`src/rtl/y86_pkg.sv`:
```
// y86_pkg: constants shared by the Y86-64 decode slice.
//   - instruction codes (icode), status codes, stack-pointer register index
//   - default datapath / register-file geometry
//   - bubble (nop) contents for the E pipeline register
package y86_pkg;

    localparam int DATA_W_DEF = 64;
    localparam int NREG_DEF   = 16;

    // Instruction codes
    localparam logic [3:0] I_HALT   = 4'h0;
    localparam logic [3:0] I_NOP    = 4'h1;
    localparam logic [3:0] I_RRMOVQ = 4'h2;
    localparam logic [3:0] I_IRMOVQ = 4'h3;
    localparam logic [3:0] I_RMMOVQ = 4'h4;
    localparam logic [3:0] I_MRMOVQ = 4'h5;
    localparam logic [3:0] I_OPQ    = 4'h6;
    localparam logic [3:0] I_JXX    = 4'h7;
    localparam logic [3:0] I_CALL   = 4'h8;
    localparam logic [3:0] I_RET    = 4'h9;
    localparam logic [3:0] I_PUSHQ  = 4'hA;
    localparam logic [3:0] I_POPQ   = 4'hB;

    // Status codes
    localparam logic [3:0] STAT_AOK = 4'h1;
    localparam logic [3:0] STAT_HLT = 4'h2;
    localparam logic [3:0] STAT_ADR = 4'h3;
    localparam logic [3:0] STAT_INS = 4'h4;

    // %rsp register index
    localparam int RSP = 4;

    // Bubble contents of the E register (values are zero, registers are "none")
    localparam logic [3:0] BUBBLE_STAT  = STAT_AOK;
    localparam logic [3:0] BUBBLE_ICODE = I_NOP;
    localparam logic [3:0] BUBBLE_IFUN  = 4'h0;

    // Instructions whose result comes from memory (load-use producers)
    function automatic logic is_load(input logic [3:0] icode);
        return (icode == I_MRMOVQ) || (icode == I_POPQ);
    endfunction

endpackage

```
`src/rtl/pipe_regfile.sv`:
```
// pipe_regfile: NREG x DATA_W register file for the decode stage.
//   clk, rst          : clock, synchronous active-high reset (clears every entry)
//   we_addr_i/data_i  : E-result write port
//   wm_addr_i/data_i  : memory-result write port; wins over E port on same index
//   ra_addr_i/ra_data_o, rb_addr_i/rb_data_o : combinational read ports
//   dbg_addr_i/dbg_data_o : combinational debug read port
// Index RNONE is never written and always reads as zero.
module pipe_regfile #(
    parameter int DATA_W = 64,
    parameter int NREG   = 16,
    parameter int RNONE  = NREG - 1,
    localparam int RW    = $clog2(NREG)
) (
    input  logic              clk,
    input  logic              rst,
    input  logic [RW-1:0]     we_addr_i,
    input  logic [DATA_W-1:0] we_data_i,
    input  logic [RW-1:0]     wm_addr_i,
    input  logic [DATA_W-1:0] wm_data_i,
    input  logic [RW-1:0]     ra_addr_i,
    output logic [DATA_W-1:0] ra_data_o,
    input  logic [RW-1:0]     rb_addr_i,
    output logic [DATA_W-1:0] rb_data_o,
    input  logic [RW-1:0]     dbg_addr_i,
    output logic [DATA_W-1:0] dbg_data_o
);

    localparam logic [RW-1:0] RNONE_R = RW'(RNONE);

    logic [DATA_W-1:0] regs_q [NREG];

    function automatic logic writable(input logic [RW-1:0] a);
        return (a != RNONE_R) && (int'(a) < NREG);
    endfunction

    function automatic logic [DATA_W-1:0] rd(input logic [RW-1:0] a);
        if ((a == RNONE_R) || (int'(a) >= NREG))
            return '0;
        return regs_q[a];
    endfunction

    // The M port is written after the E port so it wins on a shared index.
    always_ff @(posedge clk) begin
        if (rst) begin
            for (int i = 0; i < NREG; i++)
                regs_q[i] <= '0;
        end else begin
            if (writable(we_addr_i))
                regs_q[we_addr_i] <= we_data_i;
            if (writable(wm_addr_i))
                regs_q[wm_addr_i] <= wm_data_i;
        end
    end

    assign ra_data_o  = rd(ra_addr_i);
    assign rb_data_o  = rd(rb_addr_i);
    assign dbg_data_o = rd(dbg_addr_i);

endmodule

```
`src/rtl/pipe_decode.sv`:
```
// pipe_decode: Y86-64 decode stage with register file, forwarding,
// load-use detection and the E pipeline register.
//   clk, rst                    : clock, synchronous active-high reset
//   D_*                         : instruction in the D register
//   e_/M_/W_ dst*/val*          : forwarding sources (W pair also writes the file)
//   E_icode_in, E_dstM_in       : instruction now in E, for load-use detection
//   E_bubble_ext, E_stall       : E register control (stall beats bubble)
//   dbg_addr/dbg_data           : raw register-file read, no forwarding
//   load_use                    : combinational hazard flag
//   E_*                         : registered E-stage fields
module pipe_decode
    import y86_pkg::*;
#(
    parameter int DATA_W = DATA_W_DEF,
    parameter int NREG   = NREG_DEF,
    parameter int RNONE  = NREG - 1,
    localparam int RW    = $clog2(NREG)
) (
    input  logic              clk,
    input  logic              rst,
    input  logic [3:0]        D_stat,
    input  logic [3:0]        D_icode,
    input  logic [3:0]        D_ifun,
    input  logic [RW-1:0]     D_rA,
    input  logic [RW-1:0]     D_rB,
    input  logic [DATA_W-1:0] D_valC,
    input  logic [DATA_W-1:0] D_valP,
    input  logic [RW-1:0]     e_dstE,
    input  logic [RW-1:0]     M_dstE,
    input  logic [RW-1:0]     M_dstM,
    input  logic [RW-1:0]     W_dstE,
    input  logic [RW-1:0]     W_dstM,
    input  logic [DATA_W-1:0] e_valE,
    input  logic [DATA_W-1:0] M_valE,
    input  logic [DATA_W-1:0] m_valM,
    input  logic [DATA_W-1:0] W_valE,
    input  logic [DATA_W-1:0] W_valM,
    input  logic [3:0]        E_icode_in,
    input  logic [RW-1:0]     E_dstM_in,
    input  logic              E_bubble_ext,
    input  logic              E_stall,
    input  logic [RW-1:0]     dbg_addr,
    output logic [DATA_W-1:0] dbg_data,
    output logic              load_use,
    output logic [3:0]        E_stat,
    output logic [3:0]        E_icode,
    output logic [3:0]        E_ifun,
    output logic [DATA_W-1:0] E_valC,
    output logic [DATA_W-1:0] E_valA,
    output logic [DATA_W-1:0] E_valB,
    output logic [RW-1:0]     E_dstE,
    output logic [RW-1:0]     E_dstM,
    output logic [RW-1:0]     E_srcA,
    output logic [RW-1:0]     E_srcB
);

    localparam logic [RW-1:0] RNONE_R = RW'(RNONE);
    localparam logic [RW-1:0] RSP_R   = RW'(RSP);

    // ---------------- register specifier decode ----------------
    logic [RW-1:0] srcA, srcB, dstE, dstM;

    always_comb begin
        srcA = RNONE_R;
        srcB = RNONE_R;
        dstE = RNONE_R;
        dstM = RNONE_R;
        case (D_icode)
            I_RRMOVQ, I_RMMOVQ, I_OPQ: srcA = D_rA;
            I_RET, I_PUSHQ, I_POPQ:    srcA = RSP_R;
            default: ;
        endcase
        case (D_icode)
            I_RMMOVQ, I_MRMOVQ, I_OPQ:        srcB = D_rB;
            I_CALL, I_RET, I_PUSHQ, I_POPQ:   srcB = RSP_R;
            default: ;
        endcase
        case (D_icode)
            I_RRMOVQ, I_IRMOVQ, I_OPQ:        dstE = D_rB;
            I_CALL, I_RET, I_PUSHQ, I_POPQ:   dstE = RSP_R;
            default: ;
        endcase
        case (D_icode)
            I_MRMOVQ, I_POPQ: dstM = D_rA;
            default: ;
        endcase
    end

    // ---------------- register file ----------------
    logic [DATA_W-1:0] rf_a, rf_b;

    pipe_regfile #(
        .DATA_W (DATA_W),
        .NREG   (NREG),
        .RNONE  (RNONE)
    ) u_rf (
        .clk        (clk),
        .rst        (rst),
        .we_addr_i  (W_dstE),
        .we_data_i  (W_valE),
        .wm_addr_i  (W_dstM),
        .wm_data_i  (W_valM),
        .ra_addr_i  (srcA),
        .ra_data_o  (rf_a),
        .rb_addr_i  (srcB),
        .rb_data_o  (rf_b),
        .dbg_addr_i (dbg_addr),
        .dbg_data_o (dbg_data)
    );

    // ---------------- forwarding ----------------
    // Youngest producer wins; W_dstM beats W_dstE so the forwarded value
    // matches what the file will hold after the write.
    function automatic logic [DATA_W-1:0] fwd(input logic [RW-1:0]     src,
                                              input logic [DATA_W-1:0] rf_val);
        if (src == RNONE_R)     return '0;
        if (src == e_dstE)      return e_valE;
        if (src == M_dstM)      return m_valM;
        if (src == M_dstE)      return M_valE;
        if (src == W_dstM)      return W_valM;
        if (src == W_dstE)      return W_valE;
        return rf_val;
    endfunction

    logic [DATA_W-1:0] valA, valB;

    always_comb begin
        valB = fwd(srcB, rf_b);
        // jXX and call carry the fall-through PC down the pipe in valA
        if (D_icode == I_JXX || D_icode == I_CALL)
            valA = D_valP;
        else
            valA = fwd(srcA, rf_a);
    end

    // ---------------- load-use hazard ----------------
    assign load_use = is_load(E_icode_in) && (E_dstM_in != RNONE_R) &&
                      ((E_dstM_in == srcA) || (E_dstM_in == srcB));

    // ---------------- E pipeline register ----------------
    logic [3:0]        stat_q,  stat_d,  icode_q, icode_d, ifun_q, ifun_d;
    logic [DATA_W-1:0] valC_q,  valC_d,  valA_q,  valA_d,  valB_q, valB_d;
    logic [RW-1:0]     dstE_q,  dstE_d,  dstM_q,  dstM_d;
    logic [RW-1:0]     srcA_q,  srcA_d,  srcB_q,  srcB_d;

    always_comb begin
        stat_d  = stat_q;
        icode_d = icode_q;
        ifun_d  = ifun_q;
        valC_d  = valC_q;
        valA_d  = valA_q;
        valB_d  = valB_q;
        dstE_d  = dstE_q;
        dstM_d  = dstM_q;
        srcA_d  = srcA_q;
        srcB_d  = srcB_q;
        if (E_stall) begin
            // hold: defaults already keep the current contents
        end else if (E_bubble_ext || load_use) begin
            stat_d  = BUBBLE_STAT;
            icode_d = BUBBLE_ICODE;
            ifun_d  = BUBBLE_IFUN;
            valC_d  = '0;
            valA_d  = '0;
            valB_d  = '0;
            dstE_d  = RNONE_R;
            dstM_d  = RNONE_R;
            srcA_d  = RNONE_R;
            srcB_d  = RNONE_R;
        end else begin
            stat_d  = D_stat;
            icode_d = D_icode;
            ifun_d  = D_ifun;
            valC_d  = D_valC;
            valA_d  = valA;
            valB_d  = valB;
            dstE_d  = dstE;
            dstM_d  = dstM;
            srcA_d  = srcA;
            srcB_d  = srcB;
        end
    end

    always_ff @(posedge clk) begin
        if (rst) begin
            stat_q  <= BUBBLE_STAT;
            icode_q <= BUBBLE_ICODE;
            ifun_q  <= BUBBLE_IFUN;
            valC_q  <= '0;
            valA_q  <= '0;
            valB_q  <= '0;
            dstE_q  <= RNONE_R;
            dstM_q  <= RNONE_R;
            srcA_q  <= RNONE_R;
            srcB_q  <= RNONE_R;
        end else begin
            stat_q  <= stat_d;
            icode_q <= icode_d;
            ifun_q  <= ifun_d;
            valC_q  <= valC_d;
            valA_q  <= valA_d;
            valB_q  <= valB_d;
            dstE_q  <= dstE_d;
            dstM_q  <= dstM_d;
            srcA_q  <= srcA_d;
            srcB_q  <= srcB_d;
        end
    end

    assign E_stat  = stat_q;
    assign E_icode = icode_q;
    assign E_ifun  = ifun_q;
    assign E_valC  = valC_q;
    assign E_valA  = valA_q;
    assign E_valB  = valB_q;
    assign E_dstE  = dstE_q;
    assign E_dstM  = dstM_q;
    assign E_srcA  = srcA_q;
    assign E_srcB  = srcB_q;

endmodule

```
`config.mk`:
```
export PLATFORM = sky130hd
export DESIGN_NAME = pipe_decode
export DESIGN_NICKNAME = d
export VERILOG_FILES = /design/src/rtl/y86_pkg.sv /design/src/rtl/pipe_regfile.sv /design/src/rtl/pipe_decode.sv
export SDC_FILE = /design/constraint.sdc
export NUM_CORES = 2
export LEC_CHECK = 0
export BUFFER_PORTS_ARGS = -buffer_cell sky130_fd_sc_hd__clkbuf_2
export CAP_MARGIN = 20
export CORE_ASPECT_RATIO = 0.75
export CORE_MARGIN = 8
export CORE_UTILIZATION = 34
export DETAILED_ROUTE_END_ITERATION = 16
export SKIP_CTS_REPAIR_TIMING = 1
export SLEW_MARGIN = 0
export SYNTH_ARGS = -nofsm -noshare
export SYNTH_HDL_FRONTEND = slang
export SYNTH_HIERARCHICAL = 1
export SYNTH_SLANG_ARGS = --single-unit
export TNS_END_PERCENT = 20
```
`constraint.sdc`:
```
create_clock -name clk -period 17.9 [get_ports clk]
set_clock_uncertainty 0.2 [all_clocks]
set_input_delay 4.475 -clock clk [delete_from_list [all_inputs] [get_ports clk]]
set_output_delay 4.475 -clock clk [all_outputs]
set_load 0.005 [all_outputs]
```
Word-level counts from Yosys, hierarchy flattened
Memory sizes are Yosys's and may differ from the RTL's. Index checks and enable logic that the tools add are counted.

Word-level logic and storage cells: 164. Memories kept: 1. Register bits after elaboration: 220. Bits in writable memories: 1024. Input bits: 504. Output and inout bits: 285.

Memory list: u_rf.regs_q (depth 16, bits a word 64, rd ports 3, clocked after memory_dff 0, wr ports 16, RTL line pipe_regfile.sv:30) `logic [DATA_W-1:0] regs_q [NREG];`.

Eq/ne operators: 30. Mux-type cells: 109. Reductions and logical operators: 14.

Operators with widths (number): 64-bit 2-to-1 mux (37); 64-bit OR reduction (2); 1-bit 2-to-1 mux (59); 4-bit == test (12); 4-bit 2-to-1 mux (10); 4-bit == test, second input constant (8); 4-bit case mux with 2 select lines (3); 4-bit by 3-bit == test with 1-bit output, second input constant (5); 4-bit inequality test, second input constant (3); 3-bit OR reduction (4); 4-bit by 2-bit == test with 1-bit output, second input constant (2); 1-bit logical OR (4); 4-bit OR reduction (1); 1-bit logical AND (2); 2-bit OR reduction (1).

Longest topological paths before layout
Depth in word-level cells: 34. Mapped depth: 16.

By module
The synthesis kept the hierarchy.

By module, submodules not included: pipe_regfile (cells each 4528, area each 61159.9 um^2, sequential area each 28827.6 um^2, times used 1); pipe_decode (cells each 2120, area each 15991.6 um^2, sequential area each 4404.2 um^2, times used 1).

Least setup slack after synthesis
Ideal clock, no wire load.

Path kind: in2out. Start: in dbg_addr[1]. End: out dbg_data[10]. Arrival: 5.954 ns. Cell stages on the path: 6. Setup slack: 7.271 ns. Path buffers: 3. Cell sequence: clkbuf_1 > buf_2 > clkbuf_1 > mux2_2 > a221oi_1 > o21ai_1.

Longest elaborated chain between the ends: 3.

RTL lines: start: declaration (RTL line pipe_decode.sv:42) `input logic [RW-1:0] dbg_addr,`; branches (longest 2 deep; another with memory 16 x 64 bit); 64-bit 2-to-1 mux (*) (RTL line pipe_regfile.sv:39) `return regs_q[a];`; end: declaration (RTL line pipe_decode.sv:43) `output logic [DATA_W-1:0] dbg_data,`.

Mark *: on every way between the ends.

Worst setup path after layout
Start: in dbg_addr[1]. End: out dbg_data[20].

The elaborated chain is that of the path after synthesis.

==> results.md <==
Finish:
- Cells fill between 30% and 40% of the core in the end.
- The final standard cell area without fillers is 87900 sq um.
- After filler insertion, the fill cell instance count of the layout stands at about 21000.
- The layout-stage area growth over the synthesis result is 14.0%.
- In the final design database the tool counted 7406 nets.
- The area used by multi-input combinational logic is between 40000 and 50000 sq um.
- The share of post-route cells with drive strength above 1 is approximately 28%.
- The library cell used most frequently in the layout, excluding fill and tap cells, is a22o_1.
- After the flow finishes, the layout carries non-filler instances totaling 10000.
- The area taken by flip-flops and latches is roughly 33000 sq um.
- The library cells used most frequently in the layout, excluding fill and tap cells, are 1022 x a22o_1, 960 x edfxtp_1, 784 x clkbuf_2.

Floorplanning:
- Row generation in the floorplan step produced ~150 rows.
- The die covers about 240000 sq um.
- between 700 and 800 I/O pins were placed.
- Measured along the y axis, the die boundary spans 429 um.
- The total area inside the core boundary comes to 226000 sq um.
- The die is approximately 570 um wide.
- The initial utilization of the core area, before any placement, comes to 34.2%.

Global routing:
- Global routing used between 30% and 40% of the available tracks.
- The initial antenna violation count was 70.
- The first-pass GRT wire length is 568000 um.
- The via count of the first global-routing pass came to 71200.
- The largest net degree at the start of global routing is about 110.
- The final global-route overflow total is 0.

Clocking:
- The worst-case clock buffer depth is 4.
- The clock sink total is approximately 1200.
- The latest clock arrival within the worst-skew pair is about 840 ps.
- The number of H-tree levels is 4.
- The number of clock buffers added by TritonCTS is 146.
- The buffer cell driving the clock tree root is clkbuf_16.
- The clock transition at the register clock pins on the worst setup and hold paths after CTS is ~60 ps.
- The CTS tree is built.

Critical path:
- The signal on the critical path passes through buf_8 -> buf_12 -> buf_4 -> mux2i_1 -> o22ai_1 -> a221oi_1 -> o21ai_1 -> clkbuf_2.
- The critical path's slowest cell is buf_4.
- The startpoint of the most critical register-to-register path is u_rf/regs_q[1][10].
- The timing startpoint of the critical path is dbg_addr[1].
- Of all nets on the critical path, the largest fanout is ~110.
- The class of the most critical setup path is input pin to output pin.
- STA classifies the critical path endpoint as an output pin.
- The element type at the critical path start is an input pin.
- At the worst endpoint, the required time is about 13000 ps.
- The longest individual stage delay on the worst path is 1000 ps.
- The worst path arrival time is 8850 ps.

Detailed routing:
- The pre-antenna-repair detailed-routing pass consisted of 9 iterations.
- The ratio of routed vias to standard cells is ~7.4.
- In the routed design, unresolved DRC markers number 0.
- The iteration-0 DRC count of the detailed router is between 10000 and 15000.
- The detailed-route via count is 73800.
- The number of nets with antenna violations after routing is 0.
- Wires add up to about 420000 um.
- The detail-routed net length per standard cell is between 40 and 50 um.

Synthesis:
- The post-synthesis cell count is 6648.
- The cell area after synthesis is 77200 sq um.
- The proportion of synthesized chip area in sequential cells is between 40% and 50%.
- Synthesis inferred about 1200 register bits.
- The mean area per synthesized cell is ~12 sq um.
- Yosys mapped the design onto 84 distinct sky130hd cell types.
- Of all flip-flops after synthesis, the portion carrying an async set or reset was 0%.
- The number of enable-type register cells in the synthesized netlist is 960.
- The number of nets in the synthesized netlist is 7152.
- The flip-flop cell with the highest count after synthesis is edfxtp_1.
- For this run, the number of Yosys warnings is 6.

Timing:
- The number of endpoints with negative hold slack in the final report is 0.
- The post-route clock period utilization is between 70% and 80%.
- The headroom to the max-slew limit is between 10% and 20%.
- At the pin with the least slew margin, the transition time is ~1300 ps.
- Setup repair after global routing left no endpoint under its margin.
- The time the final worst path needs with I/O delays and setup is about 14000 ps.
- For the final routed database, the setup TNS stands at 0 ps.
- The peak clock frequency supported by timing is about 0.074 GHz.
- The final count of pins violating max slew is 0.
- Setup violations remaining at the end of the flow were counted as 0.

Status:
- The run finished with clean final reports.

Placed design:
- The placed instances occupy a cell area of 83200 sq um.
- In this run the tool buffered the top-level ports with 788 buffer cells.
- The placed wire-length estimate is ~250000 um.
- The congestion estimate from routability-driven global placement came to roughly 0.9.
- The number of placed instances with taps included is 9737.

Pwr:
- Dividing total power by cell area gives a power density of roughly 90 nW/um^2.
- The analysis attributes to cell leakage a power of around 33 nW.
- After layout, the design draws a total of 0.00815 W.
- The worst ir drop on vdd is about 0.07 mV.

Worst hold path:
- The startpoint of the most critical hold path is E_valB[7].
- In this run the worst hold path is classified as flip-flop to flip-flop.

Run:
- The count of max-cap constraint violations is 0.
worst paths after layout:
check,cells after the start,endpoint,slack (ps)
max,8,dbg_data[20],4380
min,2,E_valB[7],270
max reg2reg,6,E_valB[10],15000
min reg2reg,2,E_valB[7],270
routing by layer:
layer / vias up / share of wire (%) / routed length (um) / global-route usage (%)
met1: 36200 / 36 / 150000 / 40.8
met5: - / 0.072 / 302 / 0
met3: 1730 / 17 / 70500 / 14.1
met4: 42 / 7.5 / 31500 / 20.4
met2: 7921 / 40 / 168000 / 45.2
li1: 27900 / - / - / -
flip-flops by register name, summed over array words and instances, names as in the netlist:
signal and flops:
u_rf/regs_q 960, E_valA 64, E_valC 64, E_stat 4, E_icode 4, E_srcA 4
E_dstM 4, E_dstE 4, E_srcB 4, E_ifun 4, E_valB 64
worst max-delay path, delay by kind of cell:
kind	cells	cell delay, ps
AO/OA/AOI/OAI	3	1130
buffers and inverters	4	2470
multiplexers	1	210
where the power goes:
part	leakage (nW)	total (W)	internal [W]	switching, W
Sequential	11.1	0.00333	0.00318	0.000153
Combinational	19.2	0.00180	0.000641	0.00116
Clock	2.24	0.00302	0.00173	0.00129
Total	32.5	0.00815	0.00555	0.00260
cell usage after synthesis, types with 22 or more instances:
cell / instances / area, sq um
a221oi_1: 128 / 1120
a22o_1: 1022 / 8950
a22oi_1: 264 / 1980
a31o_1: 41 / 359
buf_1: 56 / 210
buf_2: 220 / 1100
clkbuf_1: 569 / 2140
dfxtp_1: 220 / 4400
edfxtp_1: 960 / 28800
inv_1: 167 / 627
mux2_2: 209 / 2350
mux2i_1: 451 / 4510
mux4_2: 386 / 8690
nand2_1: 344 / 1290
nand2b_1: 23 / 144
nand3_2: 40 / 400
nand4b_1: 22 / 193
nor2_1: 141 / 529
nor2b_1: 31 / 194
nor3_1: 118 / 591
o211ai_1: 188 / 1410
o21ai_0: 115 / 576
o21ai_1: 129 / 646
o221ai_1: 89 / 780
o22ai_1: 316 / 1980
o311a_1: 22 / 220
o31ai_1: 47 / 353
or3_1: 100 / 626
cells by family (layout without fill, tap and decap cells):
logic type | Yosys count | after routing | share of synthesized area [%]
muxes | 1048 | 1048 | 20.2
xor gates and xnor gates | 16 | 16 | 0.182
other | 0 | 39 | 0
buffers and inverters | 1037 | 1391 | 5.58
and+or+nand+nor | 922 | 922 | 6.26
DFF | 1180 | 1180 | 43.1
AOI/OAI and AO/OA | 2445 | 2445 | 24.7
final cells by class:
class | instances | share of cell area (%)
Clock buffer | 169 | 4.35
Sequential cell | 1180 | 37.8
Timing Repair Buffer | 974 | 6.17
Multi-Input combinational cell | 4431 | 45.7
Tap cell | 2983 | 4.24
Antenna cell | 39 | 0.111
Inverter | 169 | 0.751
Clock inverter | 79 | 0.895
through the flow:
| stage | hold WS, ps | setup slack (ps) |
|---|---|---|
| 6_report | 272 | 4380 |
| 5_1_grt | 302 | 4410 |
| 4_1_cts | 268 | 4800 |
| 3_5_place_dp | 246 | 4790 |
| 3_3_place_gp | 253 | 4840 |
| 2_1_floorplan | 257 | 7270 |
Power figures use the tool's default switching activity.
